**src/rtl/player_motion_if.sv**
```systemverilog
// Map lookup port shared with the tracer/overlay arbiter.
// master: player_motion drives req/col/row and samples gnt/val; slave: arbiter side.
interface player_motion_if;
    logic       map_req;
    logic       map_gnt;
    logic [3:0] map_col;
    logic [3:0] map_row;
    logic [1:0] map_val;

    modport master (
        output map_req,
        output map_col,
        output map_row,
        input  map_gnt,
        input  map_val
    );

    modport slave (
        input  map_req,
        input  map_col,
        input  map_row,
        output map_gnt,
        output map_val
    );
endinterface

```
**src/rtl/player_motion.sv**
```systemverilog
// Player position owner: applies move buttons once per frame tick, checking
// each axis against the map (X then Y) so the player slides along walls.
// Ports: clk, reset (async, active-high), tick, moveL/R/F/B buttons,
//   map (player_motion_if.master lookup port), playerX/playerY (signed QM.QN),
//   busy, bump (rejected-move pulse), overrun (tick while busy pulse).
module player_motion #(
    parameter int QM        = 6,
    parameter int QN        = 10,
    parameter int W         = QM + QN,
    parameter int START_X   = (2 << QN),
    parameter int START_Y   = (13 << QN) + (1 << (QN - 1)),
    parameter int MOVE_STEP = (1 << (QN - 7))
) (
    input  logic                 clk,
    input  logic                 reset,
    input  logic                 tick,
    input  logic                 moveL,
    input  logic                 moveR,
    input  logic                 moveF,
    input  logic                 moveB,
    player_motion_if.master      map,
    output logic [W-1:0]         playerX,
    output logic [W-1:0]         playerY,
    output logic                 busy,
    output logic                 bump,
    output logic                 overrun
);

    typedef enum logic [1:0] {
        IDLE,
        CHK_X,
        CHK_Y,
        DONE
    } state_t;

    localparam logic [W-1:0] STEP_P = W'(MOVE_STEP);
    localparam logic [W-1:0] STEP_N = W'(-MOVE_STEP);

    state_t       state;
    state_t       state_nx;
    logic [W-1:0] dx;
    logic [W-1:0] dy;
    logic         rej;

    logic [W-1:0] cand_x;
    logic [W-1:0] cand_y;
    logic         in_x;
    logic         in_y;
    logic         need_x;
    logic         need_y;
    logic         any_move;

    assign cand_x = playerX + dx;
    assign cand_y = playerY + dy;

    // integer part in 0..15 <=> every bit above the 4-bit cell index is zero
    assign in_x = (cand_x[W-1:QN+4] == '0);
    assign in_y = (cand_y[W-1:QN+4] == '0);

    assign need_x   = (dx != '0) && in_x;
    assign need_y   = (dy != '0) && in_y;
    assign any_move = moveL | moveR | moveF | moveB;

    always_ff @(posedge clk or posedge reset) begin
        if (reset) begin
            state <= IDLE;
        end else begin
            state <= state_nx;
        end
    end

    always_comb begin
        state_nx = state;
        unique case (state)
            IDLE: begin
                if (tick && any_move) begin
                    state_nx = CHK_X;
                end
            end
            CHK_X: begin
                if (!need_x || map.map_gnt) begin
                    state_nx = CHK_Y;
                end
            end
            CHK_Y: begin
                if (!need_y || map.map_gnt) begin
                    state_nx = DONE;
                end
            end
            DONE: begin
                state_nx = IDLE;
            end
            default: state_nx = IDLE;
        endcase
    end

    always_comb begin
        map.map_req = 1'b0;
        map.map_col = 4'd0;
        map.map_row = 4'd0;
        busy        = (state != IDLE);
        bump        = 1'b0;
        overrun     = tick && (state != IDLE);
        unique case (state)
            CHK_X: begin
                if (need_x) begin
                    map.map_req = 1'b1;
                    map.map_col = cand_x[QN+3:QN];
                    map.map_row = playerY[QN+3:QN];
                end
            end
            CHK_Y: begin
                // column uses X as already updated by CHK_X
                if (need_y) begin
                    map.map_req = 1'b1;
                    map.map_col = playerX[QN+3:QN];
                    map.map_row = cand_y[QN+3:QN];
                end
            end
            DONE: begin
                bump = rej;
            end
            default: ;
        endcase
    end

    always_ff @(posedge clk or posedge reset) begin
        if (reset) begin
            playerX <= W'(START_X);
            playerY <= W'(START_Y);
            dx      <= '0;
            dy      <= '0;
            rej     <= 1'b0;
        end else begin
            unique case (state)
                IDLE: begin
                    if (tick) begin
                        dx  <= moveL ? STEP_N : (moveR ? STEP_P : '0);
                        dy  <= moveF ? STEP_N : (moveB ? STEP_P : '0);
                        rej <= 1'b0;
                    end
                end
                CHK_X: begin
                    if (dx != '0) begin
                        if (!in_x) begin
                            rej <= 1'b1;
                        end else if (map.map_gnt) begin
                            if (map.map_val == 2'd0) begin
                                playerX <= cand_x;
                            end else begin
                                rej <= 1'b1;
                            end
                        end
                    end
                end
                CHK_Y: begin
                    if (dy != '0) begin
                        if (!in_y) begin
                            rej <= 1'b1;
                        end else if (map.map_gnt) begin
                            if (map.map_val == 2'd0) begin
                                playerY <= cand_y;
                            end else begin
                                rej <= 1'b1;
                            end
                        end
                    end
                end
                default: ;
            endcase
        end
    end

endmodule

```
**src/flat_wrapper.sv**
```systemverilog
// flat-port wrapper written by rule: the top's interface ports become plain ports
module player_motion_flat 
#(
    parameter int QM        = 6,
    parameter int QN        = 10,
    parameter int W         = QM + QN,
    parameter int START_X   = (2 << QN),
    parameter int START_Y   = (13 << QN) + (1 << (QN - 1)),
    parameter int MOVE_STEP = (1 << (QN - 7))
)
  (clk, reset, tick, moveL, moveR, moveF, moveB, playerX, playerY, busy, bump, overrun, map_map_req, map_map_col, map_map_row, map_map_gnt, map_map_val);
  player_motion_if map_i ();
  input  logic clk;
  input  logic reset;
  input  logic tick;
  input  logic moveL;
  input  logic moveR;
  input  logic moveF;
  input  logic moveB;
  output logic [W-1:0] playerX;
  output logic [W-1:0] playerY;
  output logic busy;
  output logic bump;
  output logic overrun;
  output wire logic [$bits(map_i.map_req)-1:0] map_map_req;
  output wire logic [$bits(map_i.map_col)-1:0] map_map_col;
  output wire logic [$bits(map_i.map_row)-1:0] map_map_row;
  input wire logic [$bits(map_i.map_gnt)-1:0] map_map_gnt;
  input wire logic [$bits(map_i.map_val)-1:0] map_map_val;
  assign map_map_req = map_i.map_req;
  assign map_map_col = map_i.map_col;
  assign map_map_row = map_i.map_row;
  assign map_i.map_gnt = map_map_gnt;
  assign map_i.map_val = map_map_val;
  player_motion #(.QM(QM), .QN(QN), .W(W), .START_X(START_X), .START_Y(START_Y), .MOVE_STEP(MOVE_STEP)) u_core (.clk(clk), .reset(reset), .tick(tick), .moveL(moveL), .moveR(moveR), .moveF(moveF), .moveB(moveB), .map(map_i), .playerX(playerX), .playerY(playerY), .busy(busy), .bump(bump), .overrun(overrun));
endmodule
```
**config.mk**
```make
export PLATFORM = sky130hd
export DESIGN_NAME = player_motion_flat
export DESIGN_NICKNAME = d
export VERILOG_FILES = /design/src/rtl/player_motion_if.sv /design/src/rtl/player_motion.sv /design/src/flat_wrapper.sv
export SDC_FILE = /design/constraint.sdc
export NUM_CORES = 1
export LEC_CHECK = 0
export CELL_PAD_IN_SITES_DETAIL_PLACEMENT = 1
export CELL_PAD_IN_SITES_GLOBAL_PLACEMENT = 2
export CORE_MARGIN = 2
export CORE_UTILIZATION = 27
export CTS_CLUSTER_SIZE = 12
export DETAILED_ROUTE_END_ITERATION = 16
export GPL_ROUTABILITY_DRIVEN = 0
export GPL_TIMING_DRIVEN = 1
export PLACE_DENSITY_LB_ADDON = 0.1
export SETUP_SLACK_MARGIN = 0.15
export SYNTH_ARGS = -nofsm -noshare
export SYNTH_HDL_FRONTEND = slang
export SYNTH_SLANG_ARGS = --single-unit
export TNS_END_PERCENT = 20
```
**constraint.sdc**
```tcl
create_clock -name clk -period 3.2 [get_ports clk]
set_clock_uncertainty 0.1 [all_clocks]
set_input_delay 0.48 -clock clk [delete_from_list [all_inputs] [get_ports clk]]
set_output_delay 0.48 -clock clk [all_outputs]
set_load 0.005 [all_outputs]
```
* Word level (Yosys, flattened, before mapping)
Index checks and enable logic that the tools add are counted.
** Cells by class
- Reduce and logical (&&, ||, !) cells :: 21
- Equality and inequality tests :: 9
- Muxes and demuxes :: 26
- Bitwise gates (word level) :: 3
- $add $sub $neg :: 2
** Operators by type and width (count)
- 16-bit adder :: 2
- 16-bit two-way mux :: 2
- 16-bit nonzero test :: 2
- 4-bit two-way mux :: 6
- 4-bit one-hot mux with 2 select lines :: 2
- 1-bit two-way mux :: 10
- 2-bit by 1-bit != test with 1-bit output (second input constant) :: 5
- 5-bit AND reduction :: 2
- 2-bit zero test :: 4
- 2-bit one-hot mux with 4 select lines :: 1
- 2-bit two-way mux :: 3
- 2-bit equality test (second input constant) :: 2
- 1-bit logical AND :: 4
- 4-bit AND reduction :: 1
- 1-bit bitwise OR :: 3
- 1-bit one-hot mux with 3 select lines :: 1
- 3-bit AND reduction :: 1
- 3-bit nonzero test :: 1
- 2-bit by 1-bit equality test with 1-bit output (second input constant) :: 1
- 1-bit zero test :: 2
- 1-bit logical OR :: 2
- 2-bit != test (second input constant) :: 1
- 1-bit one-hot mux with 2 select lines :: 1
- 2-bit AND reduction :: 1
- 2-bit nonzero test :: 1
** Storage, ports and cells
- Bits of input ports :: 10
- Register bits after elaboration :: 67
- Word-level logic and storage cells :: 67

* Logic depth before layout (Yosys ltp)
- Word-level depth :: 7
- Mapped depth :: 13
- Gate-level depth less buffers :: 11

* Worst setup path before layout
No wires, ideal clock.
- Path type :: reg2out
- From :: register u_core.dx[14]
- To :: output port map_map_row[0]
- Slack :: -0.354 ns
- Stages on the path, launching flop included :: 12
- Buffers on the path :: 1
- Arrival :: 2.974 ns
- Cells stage by stage :: dfrtp_1 inv_1 fa_1 nand2b_1 a211o_1 a211o_1 a211oi_2 mux2i_1 and4_4 buf_2 a22oi_1 nor2b_1
** Between the ends
- Longest elaborated chain between the ends :: 5
- Elaborated cells on any way between the ends :: 6
- Classes of those cells :: 1 x add/sub; 2 x mux; 3 x reduce/logical
** RTL lines
- start: declaration :: line player_motion.sv:41 : logic [W-1:0] dx;
- start signal: assignment :: line player_motion.sv:138 : dx <= moveL ? STEP_N : (moveR ? STEP_P : '0);
- 16-bit adder :: line player_motion.sv:53 : assign cand_x = playerX + dx;
- 2-bit zero test :: line player_motion.sv:57 : assign in_x = (cand_x[W-1:QN+4] == '0);
- 1-bit logical AND * :: line player_motion.sv:60 : assign need_x = (dx != '0) && in_x;
- 4-bit two-way mux * :: line player_motion.sv:106 : if (need_x) begin
- 4-bit one-hot mux with 2 select lines * :: line player_motion.sv:104 : unique case (state)
- end: declaration :: line flat_wrapper.sv:27 : output wire logic [$bits(map_i.map_row)-1:0] map_map_row;
Mark *: on every way between the ends. The rest lies on a longest branch, timed or not.

* Worst setup path in the final report
- From :: register u_core.playerX[3]
- To :: output port map_map_row[0]
** Between the ends
- Longest elaborated chain between the ends :: 5
** RTL lines
- start: declaration :: line player_motion.sv:22 : output logic [W-1:0] playerX,
- start signal: assignment :: line player_motion.sv:129 : playerX <= W'(START_X);
- start signal: assignment :: line player_motion.sv:149 : playerX <= cand_x;
- 16-bit adder :: line player_motion.sv:53
- 2-bit zero test :: line player_motion.sv:57
- 1-bit logical AND :: line player_motion.sv:60
- 4-bit two-way mux :: line player_motion.sv:106
- 4-bit one-hot mux with 2 select lines :: line player_motion.sv:104
Every way passes these cells.

==> run summary <==
die area = 11830 sq um
post-synthesis sequential area ratio = 0.2807
Worst setup EP type = output port
drt wl/cell = 15.85 microns
port bufs = 47
initial antenna violation count = 0
GR Overflow Total = 0
ANT cells = 0
DR iter-0 viols = 43
placed cells = 585
Ys Warns = 0
CP Launch Type = register
Core Region = 10790 sq um
die width = 108.8 microns
Synth top area share = 0.2364
Post-route DRC = 0
# clock sinks = 33
Final Hold Vio Count = 0
largest cells by area after synthesis = dfrtp_1, ha_1, dfstp_2, xnor2_1, a21oi_1
Worst EP arrival = 3.29 ns
EDFF count, synth = 0
ys async rst share = 1.000
RSZ-0062 raised after global routing = true
die extent in y = 108.8 microns
Rows = 38
min Tclk post-route = 3.875 ns
Slew Limit Fails = 0
area grow syn2layout = 54.66%
CP Launch Point = u_core.playerX[3]
IO Pins = 54
status = complete, but fails checks
drt first pass iters = 4
Layout Cells excl Fill = 605
mean post-synth cell area = 9.531 sq um
CTS Buf Count = 5
worst setup margin = -0.6746 ns
CTS root buf = clkbuf_8
Synth Register Bits = 33
actual slew at the worst max-slew pin = 0.7151 ns
HPWL after DPL = 7.260 mm
CTS tree = yes
fillers = 1253
worst rel slew slack = 0.5109
power per cell area = 985.9 nW/um^2
final WL = 9.589 mm
r2r endpoint = u_core.playerX[6]
clk_lat worst skew = 0.30 ns
Synth Flop Type = dfrtp_1
H-tree depth = 2
Clk pin slew, worst setup/hold paths = 0.08 ns
post-synthesis cell area = 2964 sq um
vias per cell = 4.848
Nets = 505
final setup TNS = -11.56 ns
worst setup path class = reg2out
vias in the first global route = 3252
area leader, netlist = dfrtp_1
layout cells sized above 1 = 0.3785
Netlist cell types = 60
Reg2Reg Setup Slack = -0.39 ns
required time of the critical path = 2.62 ns
Max Buffers Root-to-Sink = 2
Syn Inst Count = 311
first-pass GRT wire length = 15.85 mm
CP max FO = 3
HP Class = in2async
initial core utilization = 0.2746
Tcrit/Tclk final = 1.211
final core occ = 0.4248
pin count of the biggest net entering global routing = 23
LEAKAGE = 2.188 nW
CP endpoint = map_map_row[0]
Worst R2R Path Depth = 15
Max Fclk = 258.1 MHz
r2r startpoint = u_core.playerX[3]
Final setup viols = 33
number of max-cap violations = 0
failing checks = negative setup slack
ANT nets after route = 0
GRT Overall Usage = 0.1736
Vias = 2933
VDD IR max = 422.0 uV
[report_power, final]
part | internal, mW | switching (mW)
Sequential | 0.554 | 0.0909
Clock | 0.255 | 0.187
Combinational | 1.86 | 1.57
Total | 2.67 | 1.85
[cell usage after synthesis, drive strengths merged, types with 3 or more instances]
cell    number
mux2i        6
buf         13
and2         5
a21oi       25
o21ai       10
nor2        14
ha          29
xor2         5
a22oi        8
a211oi       4
nor4         3
nand3        7
nand2       11
nand2b      13
dfstp        5
nor2b       11
clkbuf       3
o21a         6
and3         3
nand4        4
a21o         8
a31oi        4
dfrtp       28
mux2        22
inv         15
nor3         3
xnor2       15
[layout by cell type, fill, tap and decap left out, types with 8 or more instances in the layout]
cell / n
ha_1: 28
clkdlybuf4s50_1: 38
nand2b_1: 12
nor2_1: 14
xnor2_1: 15
a21oi_1: 21
inv_1: 13
buf_2: 9
dfrtp_1: 27
buf_4: 101
a21o_1: 8
nor2b_1: 11
nand2_1: 10
mux2_2: 9
[flip-flops by register name (all words and copies together), names as in the netlist]
| signal | cells |
|---|---|
| u_core.dx | 2 |
| u_core.rej | 1 |
| u_core.playerX | 13 |
| u_core.dy | 2 |
| u_core.state | 2 |
| u_core.playerY | 13 |
[per-stage QoR]
stage	area [sq um]	setup slack (ns)	power, mW	hold slack [ns]
floorplan	3003	-0.1407	2.378	0.3633
CTS	4542	-0.7247	4.549	0.4274
finish	4584	-0.6746	4.520	0.4061
global route	4584	-0.8452	4.965	0.4584
global placement	4310	-0.5872	3.884	0.4352
detailed placement	4310	-0.6826	3.945	0.4426
[how the worst min path moves through the flow]
| stage | from | endpoint | slack [ns] |
|---|---|---|---|
| floorplan | u_core.playerY[9] | u_core.playerY[9] | 0.36 |
| detailed placement | u_core.playerY[14] | u_core.playerY[14] | 0.44 |
| finish | reset | u_core.playerX[4] | 0.41 |
| global placement | u_core.playerY[14] | u_core.playerY[14] | 0.44 |
| global route | reset | u_core.playerX[5] | 0.46 |
| CTS | reset | u_core.playerX[5] | 0.43 |
[cells by family (layout without fill, tap and decap cells)]
group | Yosys count | after routing | share of synthesized area
flip-flops | 33 | 33 | 0.2807
XOR/XNOR | 20 | 20 | 0.05910
other | 1 | 6 | 0.001265
multiplexers | 28 | 28 | 0.1127
adder cells (fa/ha/maj) | 31 | 31 | 0.1359
buffers and inverters | 31 | 179 | 0.05445
AO/OA/AOI/OAI | 83 | 83 | 0.1908
AND/OR/NAND/NOR | 84 | 85 | 0.1651
[critical path: stages (launching register included)]
cell      delay (ns)
dfrtp_1         0.36
ha_2            0.19
inv_2           0.04
fa_2            0.35
nand2b_4        0.15
a211o_1         0.27
a211o_1         0.29
a211oi_4        0.31
mux2i_2         0.31
and4_4          0.29
buf_6           0.13
a22oi_2         0.07
nor2b_1         0.11
buf_2           0.12
[what timing repair did]
| action | 4_1_cts | 5_1_grt |
|---|---|---|
| setup buffers | 10 | 1 |
| endpoints found under the setup margin | 37 | 38 |
| gates cloned | 1 | 0 |
| hold buffers | 0 | 0 |
| resized for setup | 57 | 5 |
| pin swaps | 12 | 5 |
[area by class of cell]
| type | count | area [sq um] | share of cell area |
|---|---|---|---|
| multi-input combinational | 253 | 2103 | 0.4588 |
| timing repair buffer | 156 | 1300 | 0.2836 |
| sequential | 33 | 833.3 | 0.1818 |
| tap | 140 | 175.2 | 0.03821 |
| clock buffer | 7 | 86.33 | 0.01883 |
| inverter | 15 | 56.30 | 0.01228 |
| clock inverter | 1 | 30.03 | 0.006550 |
[metal layers]
layer | part of all wire | GRT usage | wire, microns | vias up
met1 | 0.42 | 0.1875 | 4024 | 1454
met5 | 0 | 0 | 0 | -
li1 | - | - | - | 1435
met2 | 0.55 | 0.3455 | 5233 | 34
met3 | 0.021 | 0.02750 | 200 | 10
met4 | 0.014 | 0.04579 | 131 | 0
Power figures use the tool's default switching activity.
